## src/rtl/matmul_skew_feeder_pkg.sv

```systemverilog
`default_nettype none
// ============================================================================
//  Module      : matmul_skew_feeder_pkg
//  Description : Shared definitions for the systolic-array operand skewer:
//                FSM state encodings and the flat matrix element index helper
//                used by the feeder, the array and the C-masking blocks.
//  Revision    : 1.0 - initial release
// ============================================================================
package matmul_skew_feeder_pkg;

  // Controller state encodings (2-bit, explicit width).
  localparam int         STATE_W  = 2;
  localparam logic [1:0] ST_IDLE  = 2'd0;
  localparam logic [1:0] ST_FEED  = 2'd1;
  localparam logic [1:0] ST_FLUSH = 2'd2;
  localparam logic [1:0] ST_DONE  = 2'd3;

  // LSB position of element (row, col) in a row-major flat matrix vector.
  function automatic int elem_lsb(input int row, input int col,
                                  input int max_dim, input int data_width);
    return (row * max_dim + col) * data_width;
  endfunction

endpackage
`default_nettype wire

```

## src/rtl/matmul_lane_select.sv

```systemverilog
`default_nettype none
// ============================================================================
//  Module      : matmul_lane_select
//  Description : Combinational skew pick for one operand. For every lane i the
//                element row i, column (t - i) is presented when the lane is
//                below the active limit and the column falls inside 0..K-1;
//                otherwise the lane carries zero. Rows of the flat matrix are
//                the lanes, so B must be supplied already transposed.
//  Revision    : 1.0 - initial release
// ============================================================================
module matmul_lane_select
  import matmul_skew_feeder_pkg::*;
#(
  parameter int DATA_WIDTH = 8,
  parameter int MAX_DIM    = 4,
  parameter int DIM_W      = 2,
  parameter int CNT_W      = 5
) (
  input  logic [MAX_DIM*MAX_DIM*DATA_WIDTH-1:0] matrix,
  input  logic [CNT_W-1:0]                      beat,
  input  logic [CNT_W-1:0]                      limit,
  input  logic [CNT_W-1:0]                      k_dim,
  output logic [MAX_DIM*DATA_WIDTH-1:0]         lanes
);

  for (genvar i = 0; i < MAX_DIM; i++) begin : g_lane
    localparam logic [CNT_W-1:0] LANE = CNT_W'(i);

    logic [CNT_W-1:0] offs;
    logic [DIM_W-1:0] col;
    logic             hit;

    // Column index into this lane's row; only meaningful when hit is set,
    // and then offs < K <= MAX_DIM so the low DIM_W bits are exact.
    assign offs = beat - LANE;
    assign col  = offs[DIM_W-1:0];
    assign hit  = (LANE < limit) && (beat >= LANE) && (offs < k_dim);

    assign lanes[i*DATA_WIDTH +: DATA_WIDTH] =
      hit ? matrix[elem_lsb(i, int'(col), MAX_DIM, DATA_WIDTH) +: DATA_WIDTH]
          : '0;
  end

endmodule
`default_nettype wire

```

## src/rtl/matmul_skew_feeder.sv

```systemverilog
`default_nettype none
// ============================================================================
//  Module      : matmul_skew_feeder
//  Description : Streams A rows and B columns as diagonally skewed lane
//                vectors into an output-stationary MAX_DIM x MAX_DIM MAC
//                array, with valid/ready backpressure, abort, optional
//                pre-transposed B and a sized zero drain (FLUSH).
//  Revision    : 1.0 - initial release
// ============================================================================
module matmul_skew_feeder
  import matmul_skew_feeder_pkg::*;
#(
  parameter int DATA_WIDTH = 8,
  parameter int BUS_WIDTH  = 32,
  parameter int DIM_W      = 2,
  parameter int CNT_W      = 5
) (
  input  logic                                                       clk_i,
  input  logic                                                       rst_i,
  input  logic                                                       start_i,
  input  logic                                                       abort_i,
  input  logic                                                       b_transposed_i,
  input  logic [(BUS_WIDTH/DATA_WIDTH)*(BUS_WIDTH/DATA_WIDTH)*DATA_WIDTH-1:0] matrix_a_i,
  input  logic [(BUS_WIDTH/DATA_WIDTH)*(BUS_WIDTH/DATA_WIDTH)*DATA_WIDTH-1:0] matrix_b_i,
  input  logic [DIM_W-1:0]                                           n_i,
  input  logic [DIM_W-1:0]                                           k_i,
  input  logic [DIM_W-1:0]                                           m_i,
  input  logic                                                       out_ready_i,
  output logic                                                       out_valid_o,
  output logic [(BUS_WIDTH/DATA_WIDTH)*DATA_WIDTH-1:0]               out_vec_a_o,
  output logic [(BUS_WIDTH/DATA_WIDTH)*DATA_WIDTH-1:0]               out_vec_b_o,
  output logic                                                       busy_o,
  output logic                                                       done_o
);

  localparam int MAX_DIM = BUS_WIDTH / DATA_WIDTH;
  localparam int MAT_W   = MAX_DIM * MAX_DIM * DATA_WIDTH;
  localparam int VEC_W   = MAX_DIM * DATA_WIDTH;

  localparam logic [CNT_W-1:0] CNT_ONE = CNT_W'(1);
  localparam logic [CNT_W-1:0] CNT_TWO = CNT_W'(2);
  localparam logic [CNT_W-DIM_W-1:0] DIM_PAD = '0;

  logic [STATE_W-1:0] state;
  logic [CNT_W-1:0]   beat;
  logic [CNT_W-1:0]   n_dim;
  logic [CNT_W-1:0]   k_dim;
  logic [CNT_W-1:0]   m_dim;
  logic [MAT_W-1:0]   a_mat;
  logic [MAT_W-1:0]   b_mat;

  logic [MAT_W-1:0]   b_in_t;
  logic [CNT_W-1:0]   max_nm;
  logic [CNT_W-1:0]   feed_last;
  logic [CNT_W-1:0]   flush_last;
  logic               accept;
  logic [VEC_W-1:0]   sel_a;
  logic [VEC_W-1:0]   sel_b;

  // B is held internally as B^T so both operands share the row-per-lane pick.
  for (genvar r = 0; r < MAX_DIM; r++) begin : g_tr_row
    for (genvar c = 0; c < MAX_DIM; c++) begin : g_tr_col
      assign b_in_t[elem_lsb(r, c, MAX_DIM, DATA_WIDTH) +: DATA_WIDTH] =
        matrix_b_i[elem_lsb(c, r, MAX_DIM, DATA_WIDTH) +: DATA_WIDTH];
    end
  end

  // Beat limits: K+max(N,M)-1 feed beats and N+M-1 flush beats. Dims are
  // at least 1, so neither subtraction can wrap.
  assign max_nm     = (n_dim > m_dim) ? n_dim : m_dim;
  assign feed_last  = k_dim + max_nm - CNT_TWO;
  assign flush_last = n_dim + m_dim - CNT_TWO;

  assign out_valid_o = (state == ST_FEED) || (state == ST_FLUSH);
  assign busy_o      = out_valid_o;
  assign done_o      = (state == ST_DONE);
  assign accept      = out_valid_o && out_ready_i;

  matmul_lane_select #(
    .DATA_WIDTH (DATA_WIDTH),
    .MAX_DIM    (MAX_DIM),
    .DIM_W      (DIM_W),
    .CNT_W      (CNT_W)
  ) u_sel_a (
    .matrix (a_mat),
    .beat   (beat),
    .limit  (n_dim),
    .k_dim  (k_dim),
    .lanes  (sel_a)
  );

  matmul_lane_select #(
    .DATA_WIDTH (DATA_WIDTH),
    .MAX_DIM    (MAX_DIM),
    .DIM_W      (DIM_W),
    .CNT_W      (CNT_W)
  ) u_sel_b (
    .matrix (b_mat),
    .beat   (beat),
    .limit  (m_dim),
    .k_dim  (k_dim),
    .lanes  (sel_b)
  );

  // Lane data is shown only during FEED; FLUSH and idle states drive zeros.
  assign out_vec_a_o = (state == ST_FEED) ? sel_a : '0;
  assign out_vec_b_o = (state == ST_FEED) ? sel_b : '0;

  // Controller: operand/dim latch on start, beat advance on handshake,
  // abort overrides the handshake, reset overrides everything.
  always_ff @(posedge clk_i) begin
    if (rst_i) begin
      state <= ST_IDLE;
      beat  <= '0;
      n_dim <= '0;
      k_dim <= '0;
      m_dim <= '0;
      a_mat <= '0;
      b_mat <= '0;
    end else begin
      case (state)
        ST_IDLE: begin
          if (start_i) begin
            state <= ST_FEED;
            beat  <= '0;
            a_mat <= matrix_a_i;
            b_mat <= b_transposed_i ? matrix_b_i : b_in_t;
            n_dim <= {DIM_PAD, n_i} + CNT_ONE;
            k_dim <= {DIM_PAD, k_i} + CNT_ONE;
            m_dim <= {DIM_PAD, m_i} + CNT_ONE;
          end
        end
        ST_FEED: begin
          if (abort_i) begin
            state <= ST_IDLE;
            beat  <= '0;
          end else if (accept) begin
            if (beat == feed_last) begin
              state <= ST_FLUSH;
              beat  <= '0;
            end else begin
              beat <= beat + CNT_ONE;
            end
          end
        end
        ST_FLUSH: begin
          if (abort_i) begin
            state <= ST_IDLE;
            beat  <= '0;
          end else if (accept) begin
            if (beat == flush_last) begin
              state <= ST_DONE;
              beat  <= '0;
            end else begin
              beat <= beat + CNT_ONE;
            end
          end
        end
        ST_DONE: begin
          // Leaving only on a low start level prevents a held start retrigger.
          if (abort_i || !start_i) begin
            state <= ST_IDLE;
          end
        end
        default: begin
          state <= ST_IDLE;
          beat  <= '0;
        end
      endcase
    end
  end

endmodule
`default_nettype wire

```

## config.mk

```make
export PLATFORM = sky130hd
export DESIGN_NAME = matmul_skew_feeder
export DESIGN_NICKNAME = d
export VERILOG_FILES = /design/src/rtl/matmul_skew_feeder_pkg.sv /design/src/rtl/matmul_lane_select.sv /design/src/rtl/matmul_skew_feeder.sv
export SDC_FILE = /design/constraint.sdc
export NUM_CORES = 1
export LEC_CHECK = 0
export ABC_AREA = 1
export BUFFER_PORTS_ARGS = -buffer_cell sky130_fd_sc_hd__buf_2
export CORE_MARGIN = 8
export CORE_UTILIZATION = 54
export DETAILED_ROUTE_END_ITERATION = 8
export PLACE_DENSITY = 0.77
export REMOVE_ABC_BUFFERS = 1
export SLEW_MARGIN = 25
export SYNTH_ARGS = -nofsm -noshare
export SYNTH_HDL_FRONTEND = slang
export SYNTH_SLANG_ARGS = --single-unit
export TNS_END_PERCENT = 50
```

## constraint.sdc

```tcl
create_clock -name clk_i -period 3.7 [get_ports clk_i]
set_input_delay 0.37 -clock clk_i [delete_from_list [all_inputs] [get_ports clk_i]]
set_output_delay 0.37 -clock clk_i [all_outputs]
set_load 0.01 [all_outputs]
```

==> metrics.cfg, run 1 <==
[setup_path]
path_max_fanout = 21
slowest_delay_ns = 0.33
crit_slowest_cell = dfxtp_2
end_kind = primary output
worstSetupPathType = reg2out
cp.required_ns = 3.33
critical_path_arrival_ns = 3.11
crit_top_cell = ha_1
path_cells = inv_2, ha_1, buf_4, ha_1, a21oi_1, o211ai_2, nor2_2, nand2_2, nor2_1, buf_2
critPathLaunchType = flip-flop
crit_buf_inv = 3
critPathTopFamily = buffers and inverters

[detailed_routing]
vias_per_cell = 5.48
wirelength_mm = 44.3
dr.first_iter.drc_count = 1398
drt.antenna.violating_nets = 0
drt_pre_antenna_iters = 5
remaining_drc_errors = 0
routedWlPerCell_um = 16.6
num_vias = 14600

[status]
status = finished clean

[timing]
finalHoldViolCount = 0
setup_viol_count_final = 0
tightest_slew_ns = 0.974
fin_crit_sh_pct = 93.9
final.setup.worst_slack_ns = 0.224
fin_skew_ns = 0.0213
layout_min_cycle_time_ns = 3.48
fmax_mhz = 288
slew_headroom_pct = 35.1
whs_ns = 0.0443
slew_violations = 0

[run]
maxCapViolations = 0

[clocking]
clk_pin_slew_worst_paths_ns = 0.07
post_cts_buffers = 0
clock_latency_ns = 0.54
htree_levels = 1
cts_root_buf = clkbuf_16
numCtsBuffers = 28
clk_path_buf_depth = 3
clock_sinks = 272
cts_tree = yes

[synthesis]
synth_top_family_by_area = simple AND/OR/NAND/NOR gates
yosysTopAreaCellShare_pct = 39.2
seq_area_frac_synth_pct = 39.2
synth_cell_type_count = 35
synthesis.area_mm2 = 0.0139
netlist_instances = 2082
yosys.area.top_type = dfxtp_1
async_reset_ff_share_pct = 0
yosys.area_share.simple_pct = 26.7
synth_xor_area_share_pct = 0.694
synthFlopType = dfxtp_1
synth_area_per_cell_um2 = 6.67
synth-seq-cells = 272
yosys_warnings = 0
synth_fa_ha_area_share_pct = 3.44
synth_edf_count = 0
muxShareOfSynthArea_pct = 0
synth_compound_area_share_pct = 20.1
synth_area_leaders = dfxtp_1, nor2_1, o21ai_0

[finish]
fin_util_pct = 65.3
nets = 2614
final_cells = 2662
drive_gt1_share_pct = 18.8
area_delta_synth_final_pct = 18.6

[die]
die_h_um = 176
start_util_pct = 55.0
fp.dieArea_mm2 = 0.0311
coreArea_mm2 = 0.0253
top_level_ports = 335
rows = 58
die_width_um = 176

[power]
finalPower_w = 0.0108
vdd_drop_max_uv = 425
power_density_mw_per_mm2 = 658
leakagePower_nw = 7.90

[place]
hpwlAfterDp_mm = 29.5
gp_congestion = 0.881
pre_cts_ws_ns = 0.279
portBuffers = 334
dp.cells = 2609

[global_route]
grt_max_degree = 138
overflow = 0
grt_usage_pct = 26.8
grt_pass1_vias = 14100
grt_pass1_wl_mm = 69.5
antenna_found_initial = 3

[min_path]
min_path_type = in2reg

==> path summary, 6_finish.rpt <==
kind	from	to	slack, ns	depth (start not counted)
setup reg to reg	n_dim[2]	beat[1]	0.35	24
setup / recovery	beat[1]	out_vec_b_o[26]	0.22	10
hold / removal	k_i[0]	k_dim[0]	0.04	2
hold reg to reg	a_mat[53]	a_mat[53]	0.48	2
==> layout make-up <==
class / instances / area [um2]
Fill cell: 2383 / 8770
Multi-Input combinational cell: 1479 / 7110
Sequential cell: 272 / 5450
Timing Repair Buffer: 354 / 1880
Clock buffer: 43 / 858
Inverter: 174 / 671
Tap cell: 330 / 413
Clock inverter: 9 / 97.6
Antenna cell: 1 / 2.50
==> worst reg2reg max path, stage by stage, from the launching register on <==
cell and delay (ns):
dfxtp_1 0.39, inv_1 0.16, ha_4 0.32, inv_1 0.07, a21oi_1 0.16, o31ai_2 0.11
nand2_1 0.13, nand2_1 0.06, o21ai_0 0.07, ha_1 0.25, inv_1 0.06, ha_1 0.15
inv_1 0.06, fa_1 0.39, inv_1 0.07, nand2_1 0.06, nand2_1 0.06, nand2_1 0.04
nand2_1 0.07, nor2_1 0.04, nand2_1 0.05, nand2_1 0.07, nand2_1 0.17, nand3_1 0.09
a21oi_1 0.17
==> timing repair <==
action,in CTS,in global routing
setup endpoints to repair,0,10
hold buffers,0,0
resized for setup,0,3
==> placed cells by master, fill, tap and decap left out, types with 2 or more instances in the layout <==
| cell type | n |
|---|---|
| fa_1 | 2 |
| nand4_1 | 3 |
| clkbuf_1 | 6 |
| nand2_2 | 3 |
| inv_2 | 3 |
| xnor2_1 | 5 |
| nand3_1 | 106 |
| buf_4 | 15 |
| buf_12 | 4 |
| buf_2 | 334 |
| bufinv_16 | 2 |
| o21ai_0 | 304 |
| dfxtp_1 | 270 |
| a21oi_1 | 55 |
| nor2_1 | 549 |
| o22ai_1 | 32 |
| inv_4 | 2 |
| clkbuf_8 | 8 |
| clkinv_2 | 6 |
| xor2_1 | 6 |
| o211ai_1 | 97 |
| or2_1 | 3 |
| nor2_2 | 20 |
| ha_1 | 34 |
| clkbuf_16 | 29 |
| o21ai_1 | 2 |
| nand2_1 | 248 |
| inv_1 | 167 |
==> where the power goes <==
part / switching, W / leakage, nW / internal (W)
registers: 0.000420 / 2.25 / 0.00377
logic: 0.00238 / 5.18 / 0.00137
clock network: 0.00117 / 0.474 / 0.00173
total: 0.00397 / 7.90 / 0.00687
==> per-layer routing <==
| metal | routed length, um | part of all wire [%] | global-route usage, % | vias to the layer above |
|---|---|---|---|---|
| met5 | 41 | 0.093 | 0 | - |
| met4 | 1630 | 3.7 | 10.9 | 6 |
| met3 | 3900 | 8.8 | 5.32 | 117 |
| met2 | 19700 | 45 | 43.6 | 671 |
| met1 | 19000 | 43 | 34.5 | 6611 |
| li1 | - | - | - | 7184 |
==> registers in the layout (all words and copies together) (netlist names) <==
name and cells:
n_dim 3, state 2, k_dim 3, beat 5, b_mat 128, a_mat 128, m_dim 3
==> cell usage after synthesis, types with 3 or more instances <==
library cell,number
buf_6,6
buf_2,50
nor2_1,549
nor2_2,20
dfxtp_1,272
xnor2_1,5
nand3_1,106
o22ai_1,32
a21oi_1,55
nand2_2,3
ha_1,35
xor2_1,6
o21ai_0,304
nand4_1,3
o211ai_1,97
nand2_1,249
clkbuf_1,95
inv_2,3
buf_1,5
or2_1,3
inv_1,167
==> per-stage QoR <==
stage,TNS (ns),cell area [um2]
after floorplan,-873.42,13200
after global placement,0,15500
after detailed placement,0,15500
after CTS,0,16500
after global routing,-0.0197,16500
final,0,16500
==> cell families (layout without fill, tap and decap cells) <==
| family | count (synthesis) | in the layout |
|---|---|---|
| simple gates | 934 | 934 |
| compound gates | 497 | 497 |
| buf+inv | 331 | 580 |
| flops | 272 | 272 |
| fa+ha+maj | 37 | 37 |
| xor+xnor | 11 | 11 |
| other cells | 0 | 1 |
No activity file was read; power rests on OpenSTA's default activity.
==> run 2: changes to the inputs <==
==> constraint.sdc (replaced) <==
create_clock -name clk_i -period 3.9 [get_ports clk_i]
set_input_delay 0.39 -clock clk_i [delete_from_list [all_inputs] [get_ports clk_i]]
set_output_delay 0.39 -clock clk_i [all_outputs]
set_load 0.01 [all_outputs]
==> run 2 against run 1 <==
Compared with the run above: critical path depth did not move; power fell by 4.6%; critical path type unchanged; cell count fell by 0.15%.
==> metrics.cfg, run 2 (synthesized netlist as in run 1, its figures left out) <==
[global_route]
grt_pass1_vias = 13900
antenna_found_initial = 3
overflow = 0
grt_max_degree = 173
grt_pass1_wl_mm = 70.5
grt_usage_pct = 27.4

[place]
pre_cts_ws_ns = 0.492
place_area_mm2 = 0.0155
gp_congestion = 0.859
portBuffers = 334
hpwlAfterDp_mm = 29.3

[finish]
reg_top3 = a_mat: 128 flops, b_mat: 128 flops, beat: 5 flops
final_area_mm2 = 0.0165
nets = 2616
area_delta_synth_final_pct = 18.5
fillers = 2319
final_common_cell = nor2_1
final_cell_mix = nor2_1, buf_2, o21ai_0, dfxtp_1, nand2_1
drive_gt1_share_pct = 18.8

[setup_path]
critical_path_arrival_ns = 3.31
rrSetupSlack_ns = 0.50
rr_endpoint = beat[2]
cp.required_ns = 3.51
r2r-start = n_dim[2]
worstSetupPathType = reg2out
end_kind = primary output
reg2regPathDepth = 21
path_max_fanout = 43
critPathLaunchType = flip-flop

[clocking]
post_cts_buffers = 0
htree_levels = 1
cts_root_buf = clkbuf_16
cts_tree = yes
numCtsBuffers = 29
clk_pin_slew_worst_paths_ns = 0.06
clock_sinks = 272
hold_buffers = 0
clk_path_buf_depth = 3
clock_latency_ns = 0.54

[detailed_routing]
drt_pre_antenna_iters = 7
drt.antenna.violating_nets = 0
dr.first_iter.drc_count = 1536
num_vias = 14600
routedWlPerCell_um = 16.8
wirelength_mm = 44.8
remaining_drc_errors = 0
vias_per_cell = 5.49

[timing]
fin_crit_sh_pct = 95.0
fmax_mhz = 270
slew_violations = 0
setup_viol_count_final = 0
tightest_slew_ns = 0.995
finalHoldViolCount = 0
fin_skew_ns = 0.0116
final.setup.worst_slack_ns = 0.196
setup_tns_ns = 0
layout_min_cycle_time_ns = 3.70
rsz0062_at_grt = false
whs_ns = 0.0688
slew_headroom_pct = 33.7

[die]
die_width_um = 176
top_level_ports = 335
coreArea_mm2 = 0.0253
rows = 58
die_h_um = 176
start_util_pct = 55.0
fp.dieArea_mm2 = 0.0311

[min_path]
hold_depth = 2
holdPathEnd = n_dim[0]
min_path_type = in2reg
min-delay-start = n_i[0]

[power]
vdd_drop_max_uv = 520
power_density_mw_per_mm2 = 628
finalPower_w = 0.0103
leakagePower_nw = 7.90

[run]
maxCapViolations = 0

[status]
status = finished clean

==> run 2: cell types whose count changed in the layout (fill, tap and decap cells not counted) <==
cell,before,now
clkbuf_8,8,5
ha_4,1,0
clkinvlp_4,1,2
ha_1,34,35
buf_4,15,18
bufinv_16,2,4
buf_6,1,0
clkbuf_1,6,2
buf_12,4,3
clkinv_2,6,5
==> run 2: repair_timing <==
item                       4_1_cts  5_1_grt
hold endpoints to repair         0        0
gates resized for setup          0        1
setup endpoints to repair        0        7
==> run 2: routing by layer <==
| layer | track usage, % | wire, um | part of all wire [%] | vias up |
|---|---|---|---|---|
| met5 | 0 | 32 | 0.071 | - |
| met4 | 7.95 | 970 | 2.2 | 6 |
| met3 | 5.64 | 4220 | 9.4 | 79 |
| met2 | 45.4 | 20700 | 46 | 656 |
| met1 | 35.4 | 18900 | 42 | 6663 |
| li1 | - | - | - | 7198 |
==> run 2: critical path, cell delays in order (launching register included) <==
cell      delay, ns
dfxtp_4        0.36
inv_4          0.33
ha_1           0.23
buf_4          0.28
inv_1          0.09
ha_1           0.27
a21oi_1        0.14
o2111a_1       0.22
nand2_1        0.37
a21oi_1        0.26
buf_2          0.20
==> run 2: worst max-delay path by stage <==
stage | startpoint | to | cells past startpoint | slack, ns
after floorplan | beat[0] | out_vec_b_o[10] | 8 | -3.32
final | beat[0] | out_vec_a_o[13] | 10 | 0.20
after detailed placement | n_dim[2] | beat[4] | 20 | 0.49
after CTS | beat[1] | out_vec_b_o[12] | 10 | 0.19
after global placement | n_dim[2] | beat[0] | 20 | 0.62
after global routing | beat[0] | out_vec_b_o[10] | 10 | 0.04
==> run 2: through the flow <==
stage          instances  util, %
2_1_floorplan       1925        -
3_3_place_gp        2610     61.4
3_5_place_dp        2610     61.4
4_1_cts             2657     65.2
5_1_grt             2657     65.2
6_report            2658     65.2
==> run 2: report_power, final <==
part | internal, W | switching [W] | leakage (nW)
Clock | 0.00170 | 0.00112 | 0.472
Sequential | 0.00358 | 0.000401 | 2.25
Combinational | 0.00129 | 0.00225 | 5.18
Total | 0.00657 | 0.00378 | 7.90
==> run 2: final cells by class <==
cell class	instances	area [um2]	area share, %
sequential	272	5450	33.1
timing repair buffer	355	1870	11.3
clock inverter	11	160	0.973
tap	330	413	2.51
inverter	174	671	4.07
multi-input combinational	1479	7100	43.1
clock buffer	36	802	4.87
antenna	1	2.50	0.0152
